**config.mk**
```make
export PLATFORM = sky130hd
export DESIGN_NAME = macc_dot_acc
export DESIGN_NICKNAME = d
export VERILOG_FILES = /design/src/rtl/macc_dot_acc.sv
export SDC_FILE = /design/constraint.sdc
export NUM_CORES = 2
export LEC_CHECK = 0
export CAP_MARGIN = 0
export CELL_PAD_IN_SITES_DETAIL_PLACEMENT = 0
export CELL_PAD_IN_SITES_GLOBAL_PLACEMENT = 2
export CORE_UTILIZATION = 44
export DETAILED_ROUTE_END_ITERATION = 7
export PLACE_DENSITY = 0.86
export SYNTH_ARGS = -nofsm -noshare
export SYNTH_HDL_FRONTEND = slang
export SYNTH_SLANG_ARGS = --single-unit
```
**constraint.sdc**
```tcl
create_clock -name CLK -period 13.9 [get_ports CLK]
set_input_delay 1.39 -clock CLK [delete_from_list [all_inputs] [get_ports CLK]]
set_output_delay 1.39 -clock CLK [all_outputs]
set_load 0.05 [all_outputs]
```
**src/rtl/macc_dot_acc.sv**
```systemverilog
// macc_dot_acc: signed multiply-accumulate dot-product engine.
// Takes one signed A/B operand pair per cycle, multiplies it in a registered
// pipeline and sums LEN consecutive accepted products into one result that is
// held in an output register until the sink takes it.
//
// Ports:
//   CLK        clock
//   RST        synchronous active-high reset
//   a_in       operand A (signed, WIDTH bits)
//   b_in       operand B (signed, WIDTH bits)
//   in_valid   operand pair valid
//   in_ready   pair can be accepted this cycle (combinational)
//   out_data   dot-product result (signed, ACC_WIDTH bits)
//   out_valid  out_data valid
//   out_ready  sink accepts out_data
//   busy       a partial group or pipeline stage is occupied
module macc_dot_acc #(
    parameter int unsigned WIDTH     = 32,
    parameter int unsigned LEN       = 4,
    parameter int unsigned ACC_WIDTH = 66
) (
    input  logic                 CLK,
    input  logic                 RST,
    input  logic [WIDTH-1:0]     a_in,
    input  logic [WIDTH-1:0]     b_in,
    input  logic                 in_valid,
    output logic                 in_ready,
    output logic [ACC_WIDTH-1:0] out_data,
    output logic                 out_valid,
    input  logic                 out_ready,
    output logic                 busy
);

    localparam int unsigned PROD_W = 2 * WIDTH;
    localparam int unsigned CNT_W  = (LEN > 1) ? $clog2(LEN) : 1;
    localparam logic [CNT_W-1:0] LAST_TERM = CNT_W'(LEN - 1);

    // Handshake and control
    logic                 stall;
    logic                 accept;
    logic                 take_last;
    logic [CNT_W-1:0]     term_cnt;

    // Stage 1: registered operands
    logic                 s1_valid;
    logic                 s1_last;
    logic [WIDTH-1:0]     s1_a;
    logic [WIDTH-1:0]     s1_b;

    // Stage 2: registered full-width product
    logic                 s2_valid;
    logic                 s2_last;
    logic [PROD_W-1:0]    s2_prod;
    logic [PROD_W-1:0]    prod_c;

    // Stage 3: accumulator
    logic [ACC_WIDTH-1:0] acc;
    logic [ACC_WIDTH-1:0] prod_ext;
    logic [ACC_WIDTH-1:0] sum;
    logic                 complete;

    // A held result that the sink refuses freezes the whole pipeline.
    assign stall     = out_valid & ~out_ready;
    assign in_ready  = ~stall;
    assign accept    = in_valid & in_ready;
    assign take_last = (term_cnt == LAST_TERM);

    // Term counter: group membership is by accepted-pair count only.
    always_ff @(posedge CLK) begin
        if (RST) begin
            term_cnt <= '0;
        end else if (accept) begin
            if (take_last) begin
                term_cnt <= '0;
            end else begin
                term_cnt <= term_cnt + CNT_W'(1);
            end
        end
    end

    // Stage 1 register: operands plus valid/last tag.
    always_ff @(posedge CLK) begin
        if (RST) begin
            s1_valid <= 1'b0;
            s1_last  <= 1'b0;
            s1_a     <= '0;
            s1_b     <= '0;
        end else if (!stall) begin
            s1_valid <= accept;
            s1_last  <= accept & take_last;
            if (accept) begin
                s1_a <= a_in;
                s1_b <= b_in;
            end
        end
    end

    // Exact signed product: both operands sign-extended to the full product width.
    assign prod_c = PROD_W'($signed(s1_a)) * PROD_W'($signed(s1_b));

    // Stage 2 register: product plus valid/last tag.
    always_ff @(posedge CLK) begin
        if (RST) begin
            s2_valid <= 1'b0;
            s2_last  <= 1'b0;
            s2_prod  <= '0;
        end else if (!stall) begin
            s2_valid <= s1_valid;
            s2_last  <= s1_last;
            if (s1_valid) begin
                s2_prod <= prod_c;
            end
        end
    end

    // Fit the product to the accumulator width (sign-extend, or wrap when narrower).
    generate
        if (ACC_WIDTH > PROD_W) begin : g_prod_sext
            assign prod_ext = {{(ACC_WIDTH - PROD_W){s2_prod[PROD_W-1]}}, s2_prod};
        end else begin : g_prod_trunc
            assign prod_ext = s2_prod[ACC_WIDTH-1:0];
        end
    endgenerate

    // Modulo-2^ACC_WIDTH running sum.
    assign sum      = acc + prod_ext;
    assign complete = s2_valid & s2_last;

    // Stage 3: accumulate, and on the last term hand the sum to the output register.
    always_ff @(posedge CLK) begin
        if (RST) begin
            acc <= '0;
        end else if (!stall && s2_valid) begin
            if (s2_last) begin
                acc <= '0;
            end else begin
                acc <= sum;
            end
        end
    end

    // Output register: a completion in the same cycle as a consume reloads
    // without a dead cycle; ~stall with out_valid set implies out_ready.
    always_ff @(posedge CLK) begin
        if (RST) begin
            out_valid <= 1'b0;
            out_data  <= '0;
        end else if (!stall) begin
            if (complete) begin
                out_valid <= 1'b1;
                out_data  <= sum;
            end else if (out_valid) begin
                out_valid <= 1'b0;
            end
        end
    end

    // Activity indicator; a waiting result alone does not count.
    assign busy = s1_valid | s2_valid | (term_cnt != '0) | (acc != '0);

endmodule
```
==> results by group <==
Power
  – Power density normalized to cell area: 82.6 nW/um^2
  – Switching part of the total power: 47.4%
  – Total net switching power: 0.00210 W
  – Cell leakage power: 25.6 nW
  – Logic pwr share: 57.7%
  – IR Drop Worst-Case VDD: 0.0806 mV
  – Design internal power: 0.00233 W
  – Register share of total power: 20.6%
  – Share of total power in the clock network: 21.7%

Timing
  – Transition time at the pin with the least slew margin: 1.30 ns
  – Worst slew margin relative to its limit: 13.1%
  – Total Negative Setup Slacks: 0 ns
  – F_max: 112 MHz
  – Final hold vios: 0
  – Min Tclk post-route: 8.96 ns
  – Final setup violation count: 0
  – Period Utilization, post-route: 64.4%
  – Min setup slack post-route: 4.94 ns
  – Unrepaired setup endpoints after global routing: no
  – Final count of pins violating max slew: 0
  – Setup Skew: 0.0400 ns

Global route
  – Remaining global-route overflow: 0
  – Maximum number of pins on one net before global-route repair: 99
  – Number of antenna violations at the first check in global routing: 0
  – First-pass GRT wire length: 232000 microns
  – Number of global-route vias before repair: 40900
  – GRT Resource Usage Total: 25.8%

Floorplanning
  – Number of top-level pins: 137
  – Starting density of the core: 44.3%
  – Die Y: 338 microns
  – Die extent in x: 338 microns
  – Total core area: 112000 sq um
  – Die Area: 115000 sq um
  – Row cnt: 123

Yosys
  – Cells after Synth: 5693
  – Sequential element share of the synthesized area: 10.7%
  – Share of the synthesized area in the top cell type: 43.5%
  – Count of warnings emitted by yosys: 0
  – #FFs+latches synth: 267
  – Ys async rst share: 0%
  – Average size of a mapped cell: 8.75 sq um
  – Post-synthesis cell area: 49800 sq um
  – Net count after synthesis: 7095
  – Distinct cell type count after synthesis: 79
  – Number of enable-type register cells in the synthesized netlist: 0
  – Cells taking the most area after synthesis: sky130_fd_sc_hd__fa_1, sky130_fd_sc_hd__dfxtp_1, sky130_fd_sc_hd__inv_1
  – Yosys top cell by area: sky130_fd_sc_hd__fa_1
  – Most instantiated flip-flop cell in the synthesis netlist: sky130_fd_sc_hd__dfxtp_1

Worst setup path
  – Crit start category: register
  – Worst R2R Setup Slack: 4.94 ns
  – Largest fanout on the critical path: 33
  – Worst reg2reg startpoint: s1_b[11]
  – Worst Setup End Kind: register
  – Reg2reg end: s2_prod[59]
  – Cells on worst reg2reg path: 22
  – CP Class: register to register
  – Data arrival time of the critical path: 9.49 ns
  – Required time of the critical path: 14.43 ns

Drt
  – Drt pass-1 iters: 8
  – Vias: 37600
  – Routed via count divided by cell count: 5.27
  – Remaining routing DRC violations: 0
  – Wire length per cell after detailed routing: 19.9 microns
  – Overall routed net length: 142000 microns
  – Drt initial violations: 1988
  – Antenna-violating nets left: 0

Finish
  – Post-layout nets: 7008
  – Area growth syn-to-layout: 7.50%
  – Most frequent cells in the layout: sky130_fd_sc_hd__fa_1, sky130_fd_sc_hd__inv_1, sky130_fd_sc_hd__nand2_1
  – Number of fillers in the final layout: 11000
  – FF/Latch Area: 5360 sq um
  – Commonest non-fill, non-tap cell in the layout: sky130_fd_sc_hd__fa_1
  – Total area of multi-input combinational cells: 39300 sq um
  – Fraction of final layout cells with drive strength greater than 1: 2.96%
  – Post-layout instance count excluding filler cells: 7133
  – Count of inserted antenna diode cells: 0

Clock tree
  – H-tree level count: 2
  – TritonCTS clock tree: yes
  – Clock slew at the register clock pins of the worst setup and hold paths: 0.07 ns
  – Sink count of the clock tree: 267
  – Clk Latency, worst-skew pair: 0.61 ns
  – Clk root buf: sky130_fd_sc_hd__clkbuf_16
  – Clk buf depth: 3
  – Clock buffer count from CTS: 37
  – Cts hold-fix bufs: 0
  – Cts repair resizes: 0
  – Post-CTS Setup Inserts: 0

Worst hold path
  – Hold path depth: 2
  – Worst min-delay path endpoint: s1_b[16]
  – Class of the worst hold path: register to register
  – Hold wc startpoint: s1_b[16]

Place
  – Routability congestion estimate: 0.895
  – Sum of net half-perimeters after detailed placement: 113000 microns
  – Worst slack after detailed placement: 5.02 ns
  – Port-buffer cells: 136
  – Placed Cells incl. Taps: 7067

Status
  – Outcome: finished, final reports clean

Run
  – MaxCap Viol Count: 0
cells by family after synthesis:
family                     after synthesis  share of synthesized area (%)
and+or+nand+nor                       1846                           17.6
buffers and inverters                 1377                           10.4
adders and majority gates             1334                           49.8
AOI/OAI and AO/OA                      740                           9.09
DFF                                    267                           10.7
xor gates and xnor gates               125                           2.20
muxes                                    4                         0.0804
power by group through the flow:
stage | combinational (W) | sequential, W | clock, W
after floorplan | 0.00183 | 0.000876 | 0
after global placement | 0.00257 | 0.000928 | 0
after detailed placement | 0.00256 | 0.000928 | 0
after CTS | 0.00258 | 0.000912 | 0.000989
after global routing | 0.00287 | 0.000916 | 0.00102
final | 0.00255 | 0.000910 | 0.000962
metal layers:
layer	vias up	GRT usage, %	routed length [microns]
met5	-	0	0
met1	19500	34.0	61200
met3	188	1.89	4750
met4	0	7.18	3900
met2	729	45.7	71800
li1	17200	-	-
state kept, by name, summed over array words and instances (netlist names):
name	cells
acc	66
out_data	66
out_valid	1
s1_a	32
s1_b	32
s1_last	1
s1_valid	1
s2_last	1
s2_prod	64
s2_valid	1
term_cnt	2
layout make-up:
| cell class | count | share of cell area [%] |
|---|---|---|
| Sequential cell | 267 | 10.0 |
| Clock buffer | 50 | 1.91 |
| Inverter | 1049 | 7.35 |
| Timing Repair Buffer | 202 | 3.47 |
| Tap cell | 1500 | 3.50 |
| Multi-Input combinational cell | 4049 | 73.4 |
| Clock inverter | 16 | 0.341 |
synth_stat cells (4+ instances only):
master and count:
sky130_fd_sc_hd__fa_1 1083, sky130_fd_sc_hd__inv_1 1048, sky130_fd_sc_hd__nand2_1 929, sky130_fd_sc_hd__and2_1 526
sky130_fd_sc_hd__a21oi_1 335, sky130_fd_sc_hd__clkbuf_1 294, sky130_fd_sc_hd__dfxtp_1 267, sky130_fd_sc_hd__ha_1 251
sky130_fd_sc_hd__nor2_1 152, sky130_fd_sc_hd__o21ai_0 108, sky130_fd_sc_hd__xnor2_1 79, sky130_fd_sc_hd__a21o_1 72
sky130_fd_sc_hd__nand3_1 57, sky130_fd_sc_hd__xor2_1 46, sky130_fd_sc_hd__nand4_1 40, sky130_fd_sc_hd__a22oi_1 35
sky130_fd_sc_hd__a31oi_1 31, sky130_fd_sc_hd__nor3_1 30, sky130_fd_sc_hd__nor4_1 27, sky130_fd_sc_hd__and3_1 24
sky130_fd_sc_hd__o21bai_1 24, sky130_fd_sc_hd__o211ai_1 19, sky130_fd_sc_hd__buf_1 16, sky130_fd_sc_hd__o31ai_1 15
sky130_fd_sc_hd__or3_1 15, sky130_fd_sc_hd__a211oi_1 14, sky130_fd_sc_hd__buf_2 12, sky130_fd_sc_hd__nand2b_1 10
sky130_fd_sc_hd__o21a_1 10, sky130_fd_sc_hd__or4_1 7, sky130_fd_sc_hd__a211o_1 6, sky130_fd_sc_hd__a22o_1 6
sky130_fd_sc_hd__a41oi_1 6, sky130_fd_sc_hd__o22ai_1 6, sky130_fd_sc_hd__nor2b_1 5, sky130_fd_sc_hd__nor3b_1 5
sky130_fd_sc_hd__o21ai_1 5, sky130_fd_sc_hd__or2_2 5, sky130_fd_sc_hd__buf_4 4, sky130_fd_sc_hd__mux2i_1 4
sky130_fd_sc_hd__o311ai_0 4
per-stage QoR:
step | hold WS, ns | total power [W] | utilization, % | area [sq um]
finish | 0.454 | 0.00443 | 47.7 | 53600
global route | 0.473 | 0.00481 | 47.7 | 53600
CTS | 0.455 | 0.00448 | 47.7 | 53600
detailed placement | 0.445 | 0.00349 | 46.6 | 52400
global placement | 0.445 | 0.00350 | 46.6 | 52400
floorplan | 0.432 | 0.00270 | - | 49800
worst max path at each step:
stage                         from          end  slack, ns  cells past startpoint
after floorplan           s1_a[31]  s2_prod[60]       6.18                     28
after global placement    s1_b[11]  s2_prod[60]       5.19                     25
after detailed placement  s1_b[11]  s2_prod[59]       5.02                     22
after CTS                 s1_b[11]  s2_prod[59]       4.98                     22
after global routing      s1_b[11]  s2_prod[59]       4.38                     22
final                     s1_b[11]  s2_prod[59]       4.94                     22
critical path, cell delays in order, from the launching register on:
cell and delay [ns]:
sky130_fd_sc_hd__dfxtp_1 1.17, sky130_fd_sc_hd__nand2_1 0.33, sky130_fd_sc_hd__fa_1 0.60, sky130_fd_sc_hd__fa_1 0.41
sky130_fd_sc_hd__fa_1 0.60, sky130_fd_sc_hd__inv_1 0.07, sky130_fd_sc_hd__fa_1 0.90, sky130_fd_sc_hd__inv_1 0.40
sky130_fd_sc_hd__fa_1 0.58, sky130_fd_sc_hd__inv_1 0.05, sky130_fd_sc_hd__fa_1 0.55, sky130_fd_sc_hd__fa_1 0.44
sky130_fd_sc_hd__fa_1 0.47, sky130_fd_sc_hd__ha_1 0.38, sky130_fd_sc_hd__and2_1 0.25, sky130_fd_sc_hd__nand4_1 0.20
sky130_fd_sc_hd__nor3_1 0.24, sky130_fd_sc_hd__o31ai_1 0.21, sky130_fd_sc_hd__a31o_2 0.34, sky130_fd_sc_hd__o31a_1 0.30
sky130_fd_sc_hd__xnor2_1 0.15, sky130_fd_sc_hd__nand2_1 0.08, sky130_fd_sc_hd__a21oi_1 0.15
Power figures use the tool's default switching activity.
